### config.mk
export PLATFORM = sky130hd
export DESIGN_NAME = voice_allocator_flat
export DESIGN_NICKNAME = d
export VERILOG_FILES = /design/src/rtl/voice_allocator_pkg.sv /design/src/rtl/voice_allocator_if.sv /design/src/rtl/voice_allocator_lru.sv /design/src/rtl/voice_allocator.sv /design/src/flat_wrapper.sv
export SDC_FILE = /design/constraint.sdc
export NUM_CORES = 1
export LEC_CHECK = 0
export CORE_MARGIN = 3
export CORE_UTILIZATION = 55
export CTS_BUF_LIST = sky130_fd_sc_hd__clkbuf_8
export DETAILED_ROUTE_END_ITERATION = 8
export PLACE_DENSITY_LB_ADDON = 0.05
export SYNTH_ARGS = -nofsm -noshare
export SYNTH_HDL_FRONTEND = slang
export SYNTH_SLANG_ARGS = --single-unit
### constraint.sdc
create_clock -name clk_in -period 6.9 [get_ports clk_in]
set_input_delay 2.07 -clock clk_in [delete_from_list [all_inputs] [get_ports clk_in]]
set_output_delay 2.07 -clock clk_in [all_outputs]
set_load 0.05 [all_outputs]
### src/rtl/voice_allocator_pkg.sv
// Shared constants, voice payload type and MIDI event classification for the voice allocator.
package voice_allocator_pkg;

    localparam int unsigned MIDI_BYTES = 24;

    localparam logic [7:0] NOTE_ON          = 8'h90;
    localparam logic [7:0] NOTE_OFF         = 8'h80;
    localparam logic [7:0] CC               = 8'hB0;
    localparam logic [7:0] CC_ALL_NOTES_OFF = 8'd123;
    localparam logic [7:0] MIDI_NOTE_MIN    = 8'd12;
    localparam logic [7:0] MIDI_NOTE_MAX    = 8'd119;

    typedef struct packed {
        logic       gate;
        logic [7:0] pitch;
        logic [7:0] vel;
    } voice_t;

    // What an accepted event does to the voice bank
    typedef enum logic [1:0] {
        EV_NOP     = 2'd0,
        EV_ON      = 2'd1,
        EV_OFF     = 2'd2,
        EV_ALL_OFF = 2'd3
    } ev_kind_t;

    // Decode a 3-byte channel-0 event; out-of-range notes collapse to a no-op
    function automatic ev_kind_t classify(input logic [MIDI_BYTES-1:0] ev);
        logic [7:0] status;
        logic [7:0] data1;
        logic [7:0] data2;
        logic       in_range;
        ev_kind_t   kind;
        status   = ev[23:16];
        data1    = ev[15:8];
        data2    = ev[7:0];
        in_range = (data1 >= MIDI_NOTE_MIN) && (data1 <= MIDI_NOTE_MAX);
        kind     = EV_NOP;
        if (status == NOTE_ON && data2 != 8'd0) begin
            kind = in_range ? EV_ON : EV_NOP;
        end else if (status == NOTE_ON || status == NOTE_OFF) begin
            kind = in_range ? EV_OFF : EV_NOP;
        end else if (status == CC && data1 == CC_ALL_NOTES_OFF) begin
            kind = EV_ALL_OFF;
        end
        return kind;
    endfunction

endpackage

### src/rtl/voice_allocator_if.sv
// MIDI event valid/ready channel from the front end into the allocator.
interface voice_allocator_if;
    import voice_allocator_pkg::*;

    logic [MIDI_BYTES-1:0] midi_event_in;
    logic                  midi_valid_in;
    logic                  midi_ready_out;

    modport master (output midi_event_in, output midi_valid_in, input  midi_ready_out);
    modport slave  (input  midi_event_in, input  midi_valid_in, output midi_ready_out);

endinterface

### src/rtl/voice_allocator_lru.sv
// LRU rank keeper: rank 0 is the most recently allocated voice, the highest rank is stolen first.
module voice_lru #(
    parameter int unsigned NUM_VOICES = 4,
    parameter int unsigned IDX_W      = $clog2(NUM_VOICES)
) (
    input  logic             clk_in,
    input  logic             rst_in,
    input  logic             touch_valid,
    input  logic [IDX_W-1:0] touch_idx,
    output logic [IDX_W-1:0] oldest_idx
);

    logic [NUM_VOICES-1:0][IDX_W-1:0] rank;
    logic [NUM_VOICES-1:0][IDX_W-1:0] rank_next;
    logic [IDX_W-1:0]                 oldest_next;

    // Promote the touched voice to rank 0 and age everything that was younger than it
    always_comb begin
        rank_next = rank;
        if (touch_valid) begin
            for (int i = 0; i < NUM_VOICES; i++) begin
                if (rank[i] < rank[touch_idx]) begin
                    rank_next[i] = rank[i] + IDX_W'(1);
                end
            end
            rank_next[touch_idx] = '0;
        end
        oldest_next = '0;
        for (int i = 0; i < NUM_VOICES; i++) begin
            if (rank_next[i] == IDX_W'(NUM_VOICES - 1)) begin
                oldest_next = IDX_W'(i);
            end
        end
    end

    // Rank registers; oldest index is registered alongside so it is ready for the next search
    always_ff @(posedge clk_in) begin
        if (rst_in) begin
            for (int i = 0; i < NUM_VOICES; i++) begin
                rank[i] <= IDX_W'(i);
            end
            oldest_idx <= IDX_W'(NUM_VOICES - 1);
        end else begin
            rank       <= rank_next;
            oldest_idx <= oldest_next;
        end
    end

endmodule

### src/rtl/voice_allocator.sv
// Polyphonic voice scheduler: one MIDI event at a time, IDLE -> SEARCH -> COMMIT -> IDLE.
module voice_allocator
    import voice_allocator_pkg::*;
#(
    parameter int unsigned NUM_VOICES = 4
) (
    input  logic                       clk_in,
    input  logic                       rst_in,
    voice_allocator_if.slave           midi,
    output logic [NUM_VOICES-1:0]      voice_gate_out,
    output logic [NUM_VOICES-1:0][7:0] voice_pitch_out,
    output logic [NUM_VOICES-1:0][7:0] voice_vel_out,
    output logic [NUM_VOICES-1:0]      voice_trig_out
);

    localparam int unsigned IDX_W = $clog2(NUM_VOICES);

    localparam logic [1:0] ST_IDLE   = 2'd0;
    localparam logic [1:0] ST_SEARCH = 2'd1;
    localparam logic [1:0] ST_COMMIT = 2'd2;

    logic [1:0]                  state, state_next;
    logic                        ready, ready_next;
    ev_kind_t                    kind_q, kind_next;
    logic [7:0]                  note_q, note_next;
    logic [7:0]                  vel_q, vel_next;
    logic [IDX_W-1:0]            tgt_idx, tgt_next;
    logic                        tgt_hit, hit_next;
    voice_t [NUM_VOICES-1:0]     voices, voices_next;
    logic [NUM_VOICES-1:0]       trig_q, trig_next;

    logic                        match_hit, free_hit;
    logic [IDX_W-1:0]            match_idx, free_idx;
    logic [IDX_W-1:0]            oldest_idx;
    logic                        touch_valid;

    voice_lru #(
        .NUM_VOICES (NUM_VOICES),
        .IDX_W      (IDX_W)
    ) u_lru (
        .clk_in      (clk_in),
        .rst_in      (rst_in),
        .touch_valid (touch_valid),
        .touch_idx   (tgt_idx),
        .oldest_idx  (oldest_idx)
    );

    // Priority encoders: lowest-index sounding voice on this pitch, lowest-index silent voice
    always_comb begin
        match_hit = 1'b0;
        match_idx = '0;
        free_hit  = 1'b0;
        free_idx  = '0;
        for (int i = NUM_VOICES - 1; i >= 0; i--) begin
            if (voices[i].gate && voices[i].pitch == note_q) begin
                match_hit = 1'b1;
                match_idx = IDX_W'(i);
            end
            if (!voices[i].gate) begin
                free_hit = 1'b1;
                free_idx = IDX_W'(i);
            end
        end
    end

    // Next-state and datapath: capture in IDLE, pick a target in SEARCH, apply it in COMMIT
    always_comb begin
        state_next  = state;
        kind_next   = kind_q;
        note_next   = note_q;
        vel_next    = vel_q;
        tgt_next    = tgt_idx;
        hit_next    = tgt_hit;
        voices_next = voices;
        trig_next   = '0;
        touch_valid = 1'b0;

        case (state)
            ST_IDLE: begin
                if (midi.midi_valid_in && ready) begin
                    kind_next  = classify(midi.midi_event_in);
                    note_next  = midi.midi_event_in[15:8];
                    vel_next   = midi.midi_event_in[7:0];
                    state_next = ST_SEARCH;
                end
            end
            ST_SEARCH: begin
                hit_next = 1'b0;
                tgt_next = '0;
                case (kind_q)
                    EV_ON: begin
                        hit_next = 1'b1;
                        if (match_hit) begin
                            tgt_next = match_idx;
                        end else if (free_hit) begin
                            tgt_next = free_idx;
                        end else begin
                            tgt_next = oldest_idx;
                        end
                    end
                    EV_OFF: begin
                        hit_next = match_hit;
                        tgt_next = match_idx;
                    end
                    default: ;
                endcase
                state_next = ST_COMMIT;
            end
            ST_COMMIT: begin
                if (tgt_hit && kind_q == EV_ON) begin
                    voices_next[tgt_idx].gate  = 1'b1;
                    voices_next[tgt_idx].pitch = note_q;
                    voices_next[tgt_idx].vel   = vel_q;
                    trig_next[tgt_idx]         = 1'b1;
                    touch_valid                = 1'b1;
                end else if (tgt_hit && kind_q == EV_OFF) begin
                    voices_next[tgt_idx].gate = 1'b0;
                end
                if (kind_q == EV_ALL_OFF) begin
                    for (int i = 0; i < NUM_VOICES; i++) begin
                        voices_next[i].gate = 1'b0;
                    end
                end
                state_next = ST_IDLE;
            end
            default: state_next = ST_IDLE;
        endcase

        ready_next = (state_next == ST_IDLE);
    end

    // State, event capture, target and voice registers
    always_ff @(posedge clk_in) begin
        if (rst_in) begin
            state   <= ST_IDLE;
            ready   <= 1'b1;
            kind_q  <= EV_NOP;
            note_q  <= '0;
            vel_q   <= '0;
            tgt_idx <= '0;
            tgt_hit <= 1'b0;
            voices  <= '0;
            trig_q  <= '0;
        end else begin
            state   <= state_next;
            ready   <= ready_next;
            kind_q  <= kind_next;
            note_q  <= note_next;
            vel_q   <= vel_next;
            tgt_idx <= tgt_next;
            tgt_hit <= hit_next;
            voices  <= voices_next;
            trig_q  <= trig_next;
        end
    end

    // Unpack voice registers onto the per-voice output buses
    always_comb begin
        for (int i = 0; i < NUM_VOICES; i++) begin
            voice_gate_out[i]  = voices[i].gate;
            voice_pitch_out[i] = voices[i].pitch;
            voice_vel_out[i]   = voices[i].vel;
        end
    end

    assign voice_trig_out      = trig_q;
    assign midi.midi_ready_out = ready;

endmodule

### src/flat_wrapper.sv
// flat-port wrapper written by rule: the top's interface ports become plain ports
module voice_allocator_flat import voice_allocator_pkg::*;
#(
    parameter int unsigned NUM_VOICES = 4
)
  (clk_in, rst_in, voice_gate_out, voice_pitch_out, voice_vel_out, voice_trig_out, midi_midi_event_in, midi_midi_valid_in, midi_midi_ready_out);
  voice_allocator_if midi_i ();
  input  logic clk_in;
  input  logic rst_in;
  output logic [NUM_VOICES-1:0] voice_gate_out;
  output logic [NUM_VOICES-1:0][7:0] voice_pitch_out;
  output logic [NUM_VOICES-1:0][7:0] voice_vel_out;
  output logic [NUM_VOICES-1:0] voice_trig_out;
  input wire logic [$bits(midi_i.midi_event_in)-1:0] midi_midi_event_in;
  input wire logic [$bits(midi_i.midi_valid_in)-1:0] midi_midi_valid_in;
  output wire logic [$bits(midi_i.midi_ready_out)-1:0] midi_midi_ready_out;
  assign midi_i.midi_event_in = midi_midi_event_in;
  assign midi_i.midi_valid_in = midi_midi_valid_in;
  assign midi_midi_ready_out = midi_i.midi_ready_out;
  voice_allocator #(.NUM_VOICES(NUM_VOICES)) u_core (.clk_in(clk_in), .rst_in(rst_in), .midi(midi_i), .voice_gate_out(voice_gate_out), .voice_pitch_out(voice_pitch_out), .voice_vel_out(voice_vel_out), .voice_trig_out(voice_trig_out));
endmodule
==> flow_summary_export.csv <==
group,metric,value,unit
cells_and_area,finish.cell_count_without_fillers,713,
clock_tree,cts_setup_buffers,0,
timing,hold_viol,0,
drt,drtIter0Drc,242,
global_routing,grt_use_total,24.9,%
power,switching_share,25.4,%
power,power_per_cell_area,195,mW/mm^2
logic_synthesis,sequential_cell_area_fraction_in_the_yosys_report,45.4,%
floorplanning,core_area,0.00797,sq mm
worst_hold_path,hold_depth,2,
status,run_status,"complete, no violations",
logic_synthesis,primary_flip_flop_cell_chosen_by_synthesis_mapping,"sky130_fd_sc_hd__dfxtp_1",
clock_tree,clockBufferDepth,2,
power,intPower,840,uW
placement,port_buffers,99,
power,share_seq_of_total_power,57.1,%
drt,finalWirelength,12100,microns
logic_synthesis,yosys_warnings,0,
timing,worst_clock_skew,0.0108,ns
setup_path,cp_slowest_stage_delay,0.86,ns
timing,worst_slew_margin_rel,31.3,%
setup_path,cp_class,"flip-flop to output port",
clock_tree,tritoncts,"built",
timing,report.final.slew_viol_count,0,
placement,dp.final_hpwl,8850,microns
cells_and_area,fin_util,72.4,%
logic_synthesis,largest_area_contributor_in_the_netlist,"sky130_fd_sc_hd__dfxtp_1",
logic_synthesis,netlist-cell-type-count,61,
clock_tree,clock_tree.htree_level_count,3,
global_routing,maximum_number_of_pins_on_one_net_before_global_route_repair,53,
floorplanning,die_y,98.1,microns
timing,fmax,265,MHz
global_routing,grt_use_met2,40.7,%
cells_and_area,area_delta_synth_final,23.5,%
cells_and_area,layout-drive-gt1-share,8.02,%
logic_synthesis,postSynthAreaPerCell,8.79,sq um
floorplanning,ios,100,
clock_tree,ctsHoldBuffers,0,
setup_path,crit_path_cell_chain,"clkdlybuf4s50_1",
setup_path,crit_fanout,5,
drt,viasPerCell,5.74,
logic_synthesis,synth-async-reset-ratio,0,%
timing,finalSetupViolCount,0,
global_routing,use_met3,5.29,%
floorplanning,floorplan.initialDensity,58.6,%
power,clock_share_of_power,35.4,%
drt,route.antenna.remaining_nets,0,
clock_tree,clock_latency,0.37,ns
floorplanning,die_area,0.00963,sq mm
power,cellLeakagePower,1.97,nW
global_routing,grt.met1_usage,33.7,%
timing,unrepaired_setup_endpoints_after_global_routing,"false",
clock_tree,clkSinkCount,106,
global_routing,gr-total-overflow,0,
clock_tree,cts_root_buf,"sky130_fd_sc_hd__clkbuf_8",
logic_synthesis,synth_top_cells_by_area,"sky130_fd_sc_hd__dfxtp_1 45%, sky130_fd_sc_hd__nand2_1 12%, sky130_fd_sc_hd__a21oi_1 7.3%",
clock_tree,cts.repair.resized,0,
global_routing,grt_pass1_wl,19400,microns
logic_synthesis,number_of_nets_in_the_synthesized_netlist,565,
worst_hold_path,timing.hold.worst.class,"flip-flop to flip-flop",
setup_path,worstPathBufferInverterCount,1,
floorplanning,floorplan.rows,32,
setup_path,ff2ff_path_depth,6,
cells_and_area,fillerInstances,619,
cells_and_area,layout.nets,640,
logic_synthesis,ys_seq_elements,106,
logic_synthesis,synth.top_cell.area_share,45.4,%
setup_path,crit_slowest_cell,"sky130_fd_sc_hd__clkdlybuf4s50_1",
logic_synthesis,syn_area,0.00467,sq mm
drt,drt-wirelength-per-cell,16.9,microns
setup_path,critical_path_depth,1,
setup_path,timing.critical_path.required,4.83,ns
power,p_sw,286,uW
timing,timing.final.crit_period,3.78,ns
setup_path,timing.critical_path.to_type,"output port",
drt,detailedRoute.firstPassIterationCount,5,
power,pwr-share-comb,7.6,%
timing,worst_pin_slew,1.02,ns
setup_path,arrival,1.71,ns
placement,post-place-cells,697,
cells_and_area,antennaDiodeCount,0,
drt,drc,0,
drt,route.vias.total,4096,
global_routing,grt_busiest_layer,"met2",
global_routing,grt_antenna_before_repair,0,
power,irDropWorstVdd,0.000123,V
clock_tree,cts.reportedPaths.clkPinSlew,0.09,ns
timing,post-route-period-util,54.7,%
run,drv.max_cap_violation_count,0,
setup_path,startpoint_type,"flip-flop",
setup_path,timing.critical_path.max_delay_family,"buffers and inverters",
timing,final.setup.tns,0,ns
global_routing,via_count_of_the_first_global_routing_pass,3884,
placement,place_congestion,0.831,
logic_synthesis,synth-edff-count,0,
floorplanning,die_w,98.1,microns
clock_tree,cts-buffers-inserted,9,
logic_synthesis,post_synth_inst_count,531,
## logic make-up after synthesis
| logic type | synth area share, % |
|---|---|
| AOI/OAI and AO/OA | 16.2 |
| xor gates and xnor gates | 7.32 |
| adders and majority gates | 1.88 |
| buffers and inverters | 5.49 |
| DFF | 45.4 |
| muxes | 0.938 |
| and+or+nand+nor | 22.7 |
## power groups by stage
stage               Sequential, mW  Combinational, mW  Clock (mW)
CTS                          0.642             0.0848       0.405
finish                       0.643             0.0850       0.398
global placement             0.656             0.0824           0
detailed placement           0.657             0.0845           0
floorplan                    0.643             0.0684           0
global route                 0.644             0.0923       0.427
## registers in the layout, summed over array words and instances (netlist names)
signal,count
u_core.note_q,8
u_core.voice_gate_out,4
u_core.midi.midi_ready_out,1
u_core.voice_pitch_out,32
u_core.tgt_hit,1
u_core.tgt_idx,2
u_core.state,2
u_core.u_lru.rank,8
u_core.kind_q,2
u_core.voice_trig_out,4
u_core.voice_vel_out,32
u_core.u_lru.oldest_idx,2
u_core.vel_q,8
## path summary, 6_finish.rpt
| path | to | from | slack, ns |
|---|---|---|---|
| min reg2reg | u_core.voice_vel_out[26] | u_core.voice_vel_out[26] | 0.47 |
| max reg2reg | u_core.u_lru.rank[5] | u_core.kind_q[1] | 4.38 |
| min | u_core.voice_vel_out[26] | u_core.voice_vel_out[26] | 0.47 |
| max | voice_gate_out[2] | u_core.voice_gate_out[2] | 3.12 |
## placed cells by master, fill, tap and decap left out, drive strengths merged, types with 2 or more instances in the layout
master / instances
nand2: 145
dfxtp: 106
clkdlybuf4s50: 98
a21oi: 70
nor2: 26
xnor2: 25
a22o: 17
clkbuf: 10
o21ai: 10
xor2: 8
inv: 8
nor3: 8
ha: 7
nand3: 7
and2: 5
nor4b: 5
nand4: 5
nor4: 5
a211oi: 3
nor2b: 3
nor3b: 3
a22oi: 3
a221o: 3
a221oi: 3
nand2b: 2
a31oi: 2
clkinv: 2
buf: 2
## layer usage
layer	wire, microns	up-vias
met5	0	-
met4	190	0
met3	889	18
met2	5680	178
met1	5300	1943
li1	-	1957
## through the flow
step / cell area (sq um) / total power, mW / setup WS, ns / hold slack (ns)
final: 5770 / 1.13 / 3.12 / 0.466
after global routing: 5770 / 1.16 / 3.09 / 0.486
after CTS: 5770 / 1.13 / 3.11 / 0.468
after detailed placement: 5560 / 0.741 / 3.00 / 0.454
after global placement: 5560 / 0.739 / 3.04 / 0.448
after floorplan: 4670 / 0.712 / 3.67 / 0.470
## area by class of cell
class | count | area (sq um) | share of cell area, %
Tap cell | 102 | 128 | 2.21
Clock inverter | 6 | 72.6 | 1.26
Multi-Input combinational cell | 383 | 2290 | 39.7
Timing Repair Buffer | 100 | 993 | 17.2
Inverter | 6 | 22.5 | 0.391
Clock buffer | 10 | 138 | 2.39
Sequential cell | 106 | 2120 | 36.8
## cell usage after synthesis (all sizes together) (2+ instances only)
cell type	instances
nor2b	3
nor4b	5
a22oi	3
nand2b	2
xor2	8
o21ai	10
xnor2	25
and2	5
a21oi	70
nand3	7
a31oi	2
ha	7
clkbuf	17
nand2	145
inv	6
nand4	5
nor4	5
a211oi	3
a22o	17
dfxtp	106
nor3	8
buf	19
nor3b	3
a221oi	3
a221o	3
nor2	26
Power figures use the tool's default switching activity.
